File: src/rtl/aes_round_sequencer.sv
// aes_round_sequencer: steps the AES datapath through ARK0 plus NR rounds, with a watchdog on every step.
module aes_round_sequencer #(
  parameter int NR = 10,
  parameter int TIMEOUT = 15
) (
  input  logic       clk,
  input  logic       rst,
  input  logic       start,
  input  logic       decrypt,
  input  logic       sub_done,
  input  logic       shift_done,
  input  logic       mix_done,
  input  logic       ark_done,
  output logic       sub_en,
  output logic       shift_en,
  output logic       mix_en,
  output logic       ark_en,
  output logic       ld_state,
  output logic [1:0] src_sel,
  output logic [3:0] key_idx,
  output logic [3:0] round_idx,
  output logic       busy,
  output logic       done,
  output logic       err
);
  typedef enum logic [2:0] {IDLE, ARK0, SUB, SHIFT, MIX, ARK} state_t;
  localparam logic [3:0] NR4 = 4'(NR);
  localparam logic [7:0] TMAX = 8'(TIMEOUT - 1);
  state_t state, nxt;
  logic wt, dec, cur_done, fin, last, new_round;
  logic [7:0] cnt;
  always_comb begin
    cur_done = state == SUB ? sub_done : state == SHIFT ? shift_done :
               state == MIX ? mix_done : (state == ARK0 || state == ARK) ? ark_done : 1'b0;
    fin = wt && cur_done;
    last = round_idx == NR4;
    new_round = state == ARK0 || (dec ? state == MIX : (state == ARK && !last));
    ld_state = fin;
    src_sel = !fin ? 2'd0 : state == SUB ? 2'd0 : state == SHIFT ? 2'd1 : state == MIX ? 2'd2 : 2'd3;
    nxt = IDLE;
    case (state)
      ARK0:    nxt = dec ? SHIFT : SUB;
      SUB:     nxt = dec ? ARK : SHIFT;
      SHIFT:   nxt = dec ? SUB : (last ? ARK : MIX);
      MIX:     nxt = dec ? SHIFT : ARK;
      ARK:     nxt = last ? IDLE : (dec ? MIX : SUB);
      default: nxt = IDLE;
    endcase
  end
  always_ff @(posedge clk) begin
    if (rst) begin
      state <= IDLE;
      wt <= 1'b0;
      dec <= 1'b0;
      cnt <= '0;
      {sub_en, shift_en, mix_en, ark_en} <= '0;
      key_idx <= '0;
      round_idx <= '0;
      busy <= 1'b0;
      done <= 1'b0;
      err <= 1'b0;
    end else begin
      {sub_en, shift_en, mix_en, ark_en} <= '0;
      done <= 1'b0;
      if (state == IDLE) begin
        if (start) begin
          state <= ARK0;
          wt <= 1'b0;
          dec <= decrypt;
          ark_en <= 1'b1;
          busy <= 1'b1;
          err <= 1'b0;
          key_idx <= decrypt ? NR4 : 4'd0;
          round_idx <= '0;
          cnt <= '0;
        end
      end else if (!wt) begin
        wt <= 1'b1;
        cnt <= '0;
      end else if (fin) begin
        state <= nxt;
        wt <= 1'b0;
        sub_en <= nxt == SUB;
        shift_en <= nxt == SHIFT;
        mix_en <= nxt == MIX;
        ark_en <= nxt == ARK;
        if (nxt == IDLE) begin
          busy <= 1'b0;
          done <= 1'b1;
          key_idx <= '0;
          round_idx <= '0;
        end else if (new_round) begin
          round_idx <= round_idx + 4'd1;
          key_idx <= dec ? NR4 - round_idx - 4'd1 : round_idx + 4'd1;
        end
      end else if (cnt == TMAX) begin
        // stalled step: abandon the operation without a done pulse
        state <= IDLE;
        wt <= 1'b0;
        busy <= 1'b0;
        err <= 1'b1;
        key_idx <= '0;
        round_idx <= '0;
      end else begin
        cnt <= cnt + 8'd1;
      end
    end
  end
endmodule

File: config.mk
export PLATFORM = sky130hd
export DESIGN_NAME = aes_round_sequencer
export DESIGN_NICKNAME = d
export VERILOG_FILES = /design/src/rtl/aes_round_sequencer.sv
export SDC_FILE = /design/constraint.sdc
export NUM_CORES = 1
export LEC_CHECK = 0
export CORE_ASPECT_RATIO = 1.5
export CORE_UTILIZATION = 40
export CTS_CLUSTER_DIAMETER = 80
export DETAILED_ROUTE_END_ITERATION = 8
export PLACE_DENSITY = 0.67
export SLEW_MARGIN = 20
export SYNTH_ARGS = -nofsm -noshare
export SYNTH_HDL_FRONTEND = slang
export SYNTH_SLANG_ARGS = --single-unit
File: constraint.sdc
create_clock -name clk -period 3.5 [get_ports clk]
set_clock_uncertainty 0.15 [all_clocks]
set_input_delay 0.7 -clock clk [delete_from_list [all_inputs] [get_ports clk]]
set_output_delay 0.7 -clock clk [all_outputs]
set_load 0.05 [all_outputs]
# Yosys cells after proc, flatten, opt, wreduce, memory -nomap -nowiden

Cells that the tools add are included.

Bits in registers: 28
Latch bits: 0
Memory bits (writable): 0
Bits in read-only memories: 0
Input port bits: 8
Output and inout bits: 18
Word-level logic and storage cells: 115
Memories kept: 0

Add/subtract/negate cells: 4
$mul: 0
Divide/modulo/power cells: 0
Magnitude comparators: 0
Equal/unequal tests: 17
Shift-type cells: 0
Mux-type cells: 62
Bitwise gates (word level): 2
Reductions and logical operators: 17

Operators by type and width:

| cell                  | count |
|---|---|
| $mux W4               | 15 |
| $mux W8               | 5 |
| $mux W3               | 10 |
| $mux W1               | 28 |
| $pmux W3 S5           | 1 |
| $eq A3 B2 Y1 const B  | 4 |
| $eq A3 B3 Y1 const B  | 4 |
| $reduce_and A4 Y1     | 3 |
| $add A8 B1 Y8 const B | 1 |
| $eq A8 B4 Y1 const B  | 1 |
| $logic_not A3 Y1      | 2 |
| $mux W2               | 3 |
| $reduce_and A3 Y1     | 2 |
| $add A4 B1 Y4 const B | 1 |
| $eq A4 B4 Y1 const B  | 1 |
| $ne A4 B1 Y1 const B  | 1 |
| $reduce_bool A2 Y1    | 2 |
| $reduce_or A4 Y1      | 1 |
| $sub A4 B1 Y4 const B | 1 |
| $sub A4 B4 Y4 const A | 1 |
| $eq A3 B1 Y1 const B  | 1 |
| $ne A3 B1 Y1 const B  | 1 |
| $ne A3 B2 Y1 const B  | 1 |
| $ne A3 B3 Y1 const B  | 1 |
| 8 further kinds       | 11 |

# Longest topological paths before layout

Gate-level depths: netlist of run 1.

Depth in word-level cells: 10
Mapped depth: 8
Mapped depth without buffers: 7

# Worst setup path after synthesis of run 1

No wires, ideal clock.

Path kind: input -> output
Start point: in sub_done
End point: out src_sel[1]
Arrival: 2.069 ns
Data required time: 2.650 ns
Path slack: 0.581 ns
Cell stages on the path: 4
Buffers on the path: 0
Cell sequence: and4bb_2 -> nor4_4 -> or2b_4 -> a21oi_1

Cells in the longest elaborated chain, start to end: 3

Ends and longest elaborated chain:

| element             | line | RTL |
|---|---|---|
| start: declaration  | 10   | `input logic sub_done,` |
| $mux W1             | 33   | `cur_done = state == SUB ? sub_done : state == SHIFT ? shift_done :` |
| $logic_and A1 B1 Y1 | 35   | `fin = wt && cur_done;` |
| $mux W2             | 39   | `src_sel = !fin ? 2'd0 : state == SUB ? 2'd0 : state == SHIFT ? 2'd1 : state == MIX ? 2'd2 : 2'd3;` |
| end: declaration    | 19   | `output logic [1:0] src_sel,` |

No other way between the ends.

# Final worst setup path of run 1

Start point: reg state[1]
End point: out src_sel[1]

Cells in the longest elaborated chain, start to end: 8
Elaborated cells on any way between the ends: 14
Classes of those cells: 5 x eq/ne; 7 x mux; 2 x reduce/logical

Ends and longest elaborated chain:

| element                                             | line | RTL |
|---|---|---|
| start: declaration                                  | 29   | `state_t state, nxt;` |
| start signal: assignment                            | 81   | `state <= nxt;` |
| $eq A3 B1 Y1 / $eq A3 B3 Y1 (equally long branches) | 34   | `state == MIX ? mix_done : (state == ARK0 \|\| state == ARK) ? ark_done : 1'b0;` |
| $logic_or A1 B1 Y1                                  | 34   |  |
| $mux W1 (2 in series)                               | 34   |  |
| $mux W1 (2 in series)                               | 33   |  |
| $logic_and A1 B1 Y1                                 | 35   |  |
| $mux W2 (*)                                         | 39   |  |

Every way passes the cells marked *; elsewhere a longest branch is shown, timed or not.

==> results of run 1 <==
==> layout by cell type, fill, tap and decap left out, types with 5 or more instances in the layout <==
cell	instances
a21oi_1	23
buf_4	5
clkdlybuf4s50_1	22
dfxtp_1	28
ha_1	6
inv_1	10
nand2_1	13
nand2b_1	6
nor2_1	6
nor3_1	8
o21ai_0	13
or3_1	6
==> how the worst min path moves through the flow <==
stage                     slack [ns]                 endpoint               startpoint
after floorplan                 0.30      cnt[3]$_SDFFE_PP0P_      cnt[3]$_SDFFE_PP0P_
after global placement          0.30  key_idx[0]$_SDFFE_PP0P_  key_idx[0]$_SDFFE_PP0P_
after detailed placement        0.29  key_idx[0]$_SDFFE_PP0P_  key_idx[0]$_SDFFE_PP0P_
after CTS                       0.32  key_idx[0]$_SDFFE_PP0P_  key_idx[0]$_SDFFE_PP0P_
after global routing            0.34  key_idx[2]$_SDFFE_PP0P_  key_idx[2]$_SDFFE_PP0P_
final                           0.32  key_idx[0]$_SDFFE_PP0P_  key_idx[0]$_SDFFE_PP0P_
==> power by group <==
group,switching (mW),internal [mW],leakage (nW),total (mW)
Combinational,0.0752,0.0485,0.439,0.124
Clock,0.0948,0.0772,0.0216,0.172
Sequential,0.0167,0.328,0.227,0.345
Total,0.187,0.454,0.687,0.641
==> registers in the layout, summed over array words and instances, names as in the netlist <==
register	count
state	3
mix_en	1
ark_en	1
err	1
dec	1
done	1
busy	1
round_idx	4
sub_en	1
key_idx	4
wt	1
shift_en	1
cnt	8
==> per-stage QoR <==
stage / total power [mW] / cells
2_1_floorplan: 0.4365 / 195
5_1_grt: 0.6729 / 256
3_3_place_gp: 0.4772 / 253
3_5_place_dp: 0.4769 / 253
6_report: 0.6407 / 256
4_1_cts: 0.6506 / 256
==> cells by family (layout without fill, tap and decap cells) <==
kind of cell / Yosys count / after routing / synth area share, %
XOR/XNOR: 1 / 1 / 0.5470
buffers and inverters: 23 / 41 / 5.938
adder cells (fa/ha/maj): 6 / 6 / 4.687
AND/OR/NAND/NOR: 71 / 71 / 27.03
AO/OA/AOI/OAI: 65 / 65 / 26.17
flip-flops: 28 / 28 / 35.00
multiplexers: 1 / 1 / 0.6250
==> routing by layer <==
layer / wire length, µm / GRT usage [%]
met5: 0 / 0
met4: 16 / 4.737
met3: 78 / 2.095
met2: 1858 / 33.70
met1: 1623 / 21.45
==> area by class of cell <==
cell class,instances,area (µm²)
multi-input cells,144,945.9
flip-flops and latches,28,560.5
inverters,11,43.79
repair buffers,27,257.7
well taps,43,53.80
clock buffers,3,41.29
fillers,363,1847
==> flow_summary.toml, run 1 <==
[placement]
port_buffers = 25
dpl-instance-area_um2 = 1862
gp_congestion = 0.7854
place_ws_ns = 0.3768
dpl.hpwl_mm = 2.652

[pwr]
power.static_leakage_nw = 0.6874
powerDensity_nw_per_um2 = 336.7
vdd_drop_max_uv = 172.5

[clock_tree]
cts_setup_buffers = 0
cts_sinks = 28
cts_made_buffers = 3
post_cts_resized = 0
cts_tree = "built"
insertion_delay_ns = 0.27
hold_buffers = 0
cts_max_level = 1
clk_pin_slew_worst_paths_ns = 0.09
cts_buffer_depth = 2
cts_root_buf = "clkbuf_8"

[synthesis]
synthFlopType = "dfxtp_1"
synth-async-reset-ratio_pct = 0
synth_edf_count = 0
yosys.cell_count.top_type = "dfxtp_1"
synth_area_um2 = 1602
synthCells = 195
ys_seq_area_share_pct = 35.00
synth_area_leader_cell = "dfxtp_1"
synth.avg_cell_area_um2 = 8.213
ys_types = 50
yosys_warnings = 0
syn_nets = 209
synth.ff_latch_count = 28
synthTopCellsByCount = "28 x dfxtp_1, 23 x a21oi_1, 13 x nand2_1, 13 x o21ai_0, 10 x inv_1"
synth_area_leaders = "dfxtp_1 35%, a21oi_1 7.2%, ha_1 4.7%, o21ai_0 4.1%, nand2_1 3.0%"
synth_top_area_share_pct = 35.00

[route]
antenna_left = 0
viasPerCell = 5.738
firstDrtPassIters = 4
drc_errors = 0
vias = 1469
routed_wl_mm = 3.576
drt_iter0_markers = 36
wire_per_inst_um = 13.97

[run]
drv_cap = 0

[sta]
finalHoldViolCount = 0
setup-violations-final = 0
period_minus_slack_ns = 3.141
timing.hold.ws_ns = 0.3163
fin_crit_sh_pct = 89.75
worstMarginPinSlew_ns = 0.6940
maxSlewViolCount = 0
clock.fmax_mhz = 318.3
setup_ws_ns = 0.3586
grt_setup_unrepaired = "false"
final.setup.tns_ns = 0
maxSlewHeadroom_pct = 53.73

[worst_setup_path]
cp_max_fo = 21
crit_buf_inv = 1
cp-start-kind = "register"
critPathTopFamily = "simple AND/OR/NAND/NOR gates"
cp_data_arrival_time_ns = 2.29
ff2ff_setup_slack_ns = 0.84
crit_chain = "and4bb_1 -> nor4_4 -> or2b_4 -> a21oi_1 -> buf_4"
slowest_stage = "dfxtp_1"
crit_path_end = "src_sel[1]"
max_stage_delay_ns = 0.76
crit_start = "state[1]$_SDFFE_PP0P_"
reg2reg_to = "key_idx[1]$_SDFFE_PP0P_"
rr_worst_depth = 7
critPathKind = "reg -> out"
crit_cells = 5
cp-end-kind = "output port"
crit-reg2reg-launch = "state[1]$_SDFFE_PP0P_"
cp.required_ns = 2.65

[cells_and_area]
antennaDiodeCount = 0
design_area_um2 = 1903
nets = 229
final_core_util_pct = 50.75
area_growth_pct = 18.83
drive_gt1_share_pct = 7.981

[worst_hold_path]
hp-class = "reg -> reg"
min_path_cells = 1

[floorplanning]
die_h_um = 79.50
die_x_um = 53.67
num_rows = 27
coreArea_um2 = 3750
initial_core_util_pct = 42.71
die_area_um2 = 4266
io_pins = 26

[global_routing]
grt_max_degree = 22
antenna_found_initial = 0
grt_pass1_wl_mm = 5.996
grt_remaining_overflow = 0
grt_usage_pct = 18.41
first_global_vias = 1428

[run_status]
status = "completed"
Note: power is estimated with default switching activity, not from simulation.
==> run 2, diff against run 1 <==
--- a/config.mk
+++ b/config.mk
@@ -10,7 +10,8 @@
 export CTS_CLUSTER_DIAMETER = 80
 export DETAILED_ROUTE_END_ITERATION = 8
 export PLACE_DENSITY = 0.67
-export SLEW_MARGIN = 20
+export SETUP_SLACK_MARGIN = 0.15
+export SLEW_MARGIN = 5
 export SYNTH_ARGS = -nofsm -noshare
 export SYNTH_HDL_FRONTEND = slang
 export SYNTH_SLANG_ARGS = --single-unit
==> results of run 2 <==
Final layout, timing and power as in run 1 (identical DEF).
